## src/rtl/counter_input_cond_if.sv

```systemverilog
// counter_input_cond_if: raw board inputs in, conditioned counter controls out
interface counter_input_cond_if;
    logic btn_load_raw;
    logic sw_updn_raw;
    logic load;
    logic up_down;
    logic tick;
    modport master (output btn_load_raw, sw_updn_raw, input load, up_down, tick);
    modport slave (input btn_load_raw, sw_updn_raw, output load, up_down, tick);
endinterface

```

## src/rtl/counter_input_cond.sv

```systemverilog
// counter_input_cond: synchronise and debounce button/switch, one-shot load pulse, prescaled tick
module counter_input_cond #(
    parameter int SYNC_STAGES     = 2,
    parameter int DEBOUNCE_CYCLES = 4,
    parameter int TICK_DIV        = 8
) (
    input logic clk,
    input logic reset,
    counter_input_cond_if.slave bus
);
    localparam int CW = $clog2(DEBOUNCE_CYCLES + 1);
    localparam int PW = $clog2(TICK_DIV);
    typedef enum logic {IDLE, HELD} state_t;
    logic [SYNC_STAGES-1:0] sync_btn, sync_updn;
    logic [1:0] s, d;
    logic [CW-1:0] cnt [2];
    logic [PW-1:0] pre;
    logic pre_wrap, load_nxt;
    state_t state, state_nxt;
    always_ff @(posedge clk or posedge reset)
        if (reset) begin
            sync_btn  <= '0;
            sync_updn <= '0;
        end else begin
            sync_btn  <= {sync_btn[SYNC_STAGES-2:0], bus.btn_load_raw};
            sync_updn <= {sync_updn[SYNC_STAGES-2:0], bus.sw_updn_raw};
        end
    assign s = {sync_updn[SYNC_STAGES-1], sync_btn[SYNC_STAGES-1]};
    // index 0 debounces the button, index 1 the up/down switch
    for (genvar i = 0; i < 2; i++) begin : g_db
        always_ff @(posedge clk or posedge reset)
            if (reset) begin
                d[i]   <= 1'b0;
                cnt[i] <= '0;
            end else if (s[i] == d[i]) begin
                cnt[i] <= '0;
            end else if (cnt[i] == CW'(DEBOUNCE_CYCLES - 1)) begin
                d[i]   <= s[i];
                cnt[i] <= '0;
            end else begin
                cnt[i] <= cnt[i] + 1'b1;
            end
    end
    always_ff @(posedge clk or posedge reset)
        if (reset) state <= IDLE;
        else       state <= state_nxt;
    always_comb state_nxt = d[0] ? HELD : IDLE;
    always_comb load_nxt = (state == IDLE) && d[0];
    assign pre_wrap = pre == PW'(TICK_DIV - 1);
    // a load restarts the tick period so the first tick after it is a full period away
    always_ff @(posedge clk or posedge reset)
        if (reset) begin
            pre      <= '0;
            bus.tick <= 1'b0;
            bus.load <= 1'b0;
        end else begin
            pre      <= (load_nxt || pre_wrap) ? '0 : pre + 1'b1;
            bus.tick <= pre_wrap && !load_nxt;
            bus.load <= load_nxt;
        end
    assign bus.up_down = d[1];
endmodule

```

## src/flat_wrapper.sv

```systemverilog
// flat-port wrapper written by rule: the top's interface ports become plain ports
module counter_input_cond_flat 
#(
    parameter int SYNC_STAGES     = 2,
    parameter int DEBOUNCE_CYCLES = 4,
    parameter int TICK_DIV        = 8
)
  (clk, reset, bus_btn_load_raw, bus_sw_updn_raw, bus_load, bus_up_down, bus_tick);
  counter_input_cond_if bus_i ();
  input logic clk;
  input logic reset;
  input wire logic [$bits(bus_i.btn_load_raw)-1:0] bus_btn_load_raw;
  input wire logic [$bits(bus_i.sw_updn_raw)-1:0] bus_sw_updn_raw;
  output wire logic [$bits(bus_i.load)-1:0] bus_load;
  output wire logic [$bits(bus_i.up_down)-1:0] bus_up_down;
  output wire logic [$bits(bus_i.tick)-1:0] bus_tick;
  assign bus_i.btn_load_raw = bus_btn_load_raw;
  assign bus_i.sw_updn_raw = bus_sw_updn_raw;
  assign bus_load = bus_i.load;
  assign bus_up_down = bus_i.up_down;
  assign bus_tick = bus_i.tick;
  counter_input_cond #(.SYNC_STAGES(SYNC_STAGES), .DEBOUNCE_CYCLES(DEBOUNCE_CYCLES), .TICK_DIV(TICK_DIV)) u_core (.clk(clk), .reset(reset), .bus(bus_i));
endmodule
```

## config.mk

```make
export PLATFORM = sky130hd
export DESIGN_NAME = counter_input_cond_flat
export DESIGN_NICKNAME = d
export VERILOG_FILES = /design/src/rtl/counter_input_cond_if.sv /design/src/rtl/counter_input_cond.sv /design/src/flat_wrapper.sv
export SDC_FILE = /design/constraint.sdc
export NUM_CORES = 1
export LEC_CHECK = 0
export CAP_MARGIN = 20
export CORE_AREA = 2 2 39 41
export DETAILED_ROUTE_END_ITERATION = 6
export DIE_AREA = 0 0 41 43
export PLACE_DENSITY = 0.82
export SYNTH_ARGS = -nofsm -noshare
export SYNTH_HDL_FRONTEND = slang
export SYNTH_SLANG_ARGS = --single-unit
```

## constraint.sdc

```tcl
create_clock -name clk -period 3 [get_ports clk]
set_input_delay 0.6 -clock clk [delete_from_list [all_inputs] [get_ports clk]]
set_output_delay 0.6 -clock clk [all_outputs]
set_load 0.005 [all_outputs]
```

==> results.json <==
{
  "start_kind": "flip-flop",
  "drv_cap": 0,
  "grt_max_degree": 19,
  "cp_max_fo": 3,
  "worst_slew_pin_slew_ns": 0.651,
  "synthToLayoutAreaGrowth_pct": 15.5,
  "nets": 59,
  "critical-path-top-delay-family": "buffers and inverters",
  "hp-class": "reg -> reg",
  "start_util_pct": 47.9,
  "final_max_slew_viol_count": 0,
  "core_um2": 1380,
  "antenna_found_initial": 0,
  "grt_overflow_total": 0,
  "cts_setup_buffers": 0,
  "ys.warnings.count": 0,
  "p_leak_uw": 0.000356,
  "post-route-period-util_pct": 59.4,
  "cts-buffers-inserted": 3,
  "drive_gt1_share_pct": 20.4,
  "fmax_mhz": 561,
  "htreeDepth": 1,
  "dr.pass1.iters": 2,
  "syn_area_um2": 663,
  "place.port_buffers": 6,
  "required_ns": 2.40,
  "max_slew_margin_pct": 56.6,
  "critical_path_class": "reg -> out",
  "die_h_um": 43,
  "num_rows": 14,
  "synth_area_per_cell_um2": 16.6,
  "cts.sinks": 18,
  "ys_types": 12,
  "ctsResizeCount": 0,
  "grt_usage_pct": 14.4,
  "postCtsHoldBufs": 0,
  "drtIter0Drc": 7,
  "whs_ns": 0.359,
  "cpMaxStageDelayCell": "clkdlybuf4s50_1",
  "wl_um": 864,
  "arrival_ns": 1.18,
  "die_w_um": 41,
  "n_antenna_cell": 0,
  "cts_root_buf": "clkbuf_4",
  "critPathBufInv": 1,
  "mappedNetlistNets": 48,
  "synth-seq-area-share_pct": 67.9,
  "skew_ns": 0.00267,
  "worstPathCellList": "clkdlybuf4s50_1",
  "dieArea_um2": 1760,
  "hold_viol_final": 0,
  "final_area_um2": 766,
  "outcome": "finished, final reports clean",
  "insertion_delay_ns": 0.29,
  "cts.path.max_buffers": 2,
  "vias": 323,
  "grt_pass1_wl_mm": 1.56,
  "routabilityCongestion": 0.689,
  "period_needed_ns": 1.78,
  "p_per_area_nw_per_um2": 873,
  "end_kind": "output pin",
  "grt_pass1_vias": 353,
  "antenna_left": 0,
  "fin_tns_setup_ns": 0,
  "rsz0062_at_grt": "no",
  "syn_inst": 40,
  "wl_per_cell_um": 13.3,
  "setup_viol": 0,
  "clkTransAtPathRegs_ns": 0.09,
  "critical-path-max-stage-delay_ns": 0.51,
  "via_per_inst": 4.97,
  "yosys_register_bits": 18,
  "drc_errors": 0,
  "tritoncts": "built",
  "max-vdd-ir-drop_v": 0.000499,
  "num_io_pins": 7,
  "placed_cell_area_um2": 743
}
-- worst reg2reg max path, cell delays in order (launching register included) --
cell	delay, ns
dfrtp_1	0.40
ha_1	0.23
nor2b_4	0.14
mux2_4	0.29
-- per-layer routing --
metal,track usage [%],up-vias,wire length [µm]
li1,-,153,-
met1,15.2,162,350
met2,21.6,6,460
met3,6.28,2,29
met4,10.0,0,23
met5,0,-,0
-- state kept, by name, summed over array words and instances, names as in the netlist --
name	flops
u_core.bus.load	1
u_core.bus.tick	1
u_core.bus.up_down	1
u_core.cnt	6
u_core.d	1
u_core.pre	3
u_core.state	1
u_core.sync_btn	2
u_core.sync_updn	2
-- report_power, final --
group | switching [µW] | total, µW | internal [µW]
combinational | 78.9 | 197 | 118
sequential | 41.2 | 356 | 315
clock | 68.7 | 115 | 46.7
total | 189 | 669 | 480
-- final timing paths --
check,startpoint,endpoint,slack [ns],cells after the start
worst max-delay path,u_core.bus.up_down$_DFFE_PP0P_,bus_up_down,1.22,1
worst min-delay path,u_core.sync_btn[0]$_DFF_PP0_,u_core.sync_btn[1]$_DFF_PP0_,0.36,0
worst max register to register,u_core.cnt[3]$_DFF_PP0_,u_core.d[0]$_DFFE_PP0P_,1.83,3
worst min register to register,u_core.sync_btn[0]$_DFF_PP0_,u_core.sync_btn[1]$_DFF_PP0_,0.36,0
max in group asynchronous,reset,u_core.cnt[2]$_DFF_PP0_,1.90,2
min in group asynchronous,reset,u_core.bus.load$_DFF_PP0_,0.69,2
-- cell usage in the layout (no fill, tap or decap) --
cell type / Yosys / layout
clkbuf_4: 0 / 3
clkdlybuf4s50_1: 0 / 6
dfrtp_1: 18 / 18
ha_1: 4 / 4
inv_1: 1 / 1
mux2_2: 1 / 1
mux2_4: 1 / 1
nor2b_1: 3 / 3
nor2b_4: 3 / 3
nor3_1: 2 / 2
nor3_2: 1 / 1
nor3b_1: 3 / 3
nor3b_2: 1 / 1
xnor2_1: 2 / 2
-- metrics by stage --
step	std cells	power, µW	util (%)	setup WS (ns)
CTS	65	679	55.3	1.20
finish	65	669	55.3	1.22
floorplan	40	489	-	1.88
global route	65	723	55.3	1.15
detailed placement	62	564	53.7	1.52
global placement	62	541	53.7	1.55
-- cell families after synthesis --
kind of cell,share of synthesized area (%)
and+or+nand+nor,17.4
DFF,67.9
adders and majority gates,7.55
muxes,3.96
xor gates and xnor gates,2.64
buffers and inverters,0.565
-- cell usage after synthesis --
| cell | instances | area, µm² |
|---|---|---|
| dfrtp_1 | 18 | 450 |
| ha_1 | 4 | 50.1 |
| inv_1 | 1 | 3.75 |
| mux2_2 | 1 | 11.3 |
| mux2_4 | 1 | 15.0 |
| nor2b_1 | 3 | 18.8 |
| nor2b_4 | 3 | 41.3 |
| nor3_1 | 2 | 10.0 |
| nor3_2 | 1 | 10.0 |
| nor3b_1 | 3 | 22.5 |
| nor3b_2 | 1 | 12.5 |
| xnor2_1 | 2 | 17.5 |
-- cell type report --
class,count,area (µm²)
Clock buffer,3,22.5
Sequential cell,18,450
Timing Repair Buffer,6,60.1
Multi-Input combinational cell,21,209
Fill cell,120,618
Inverter,1,3.75
Tap cell,16,20.0
No activity file was read; power rests on OpenSTA's default activity.
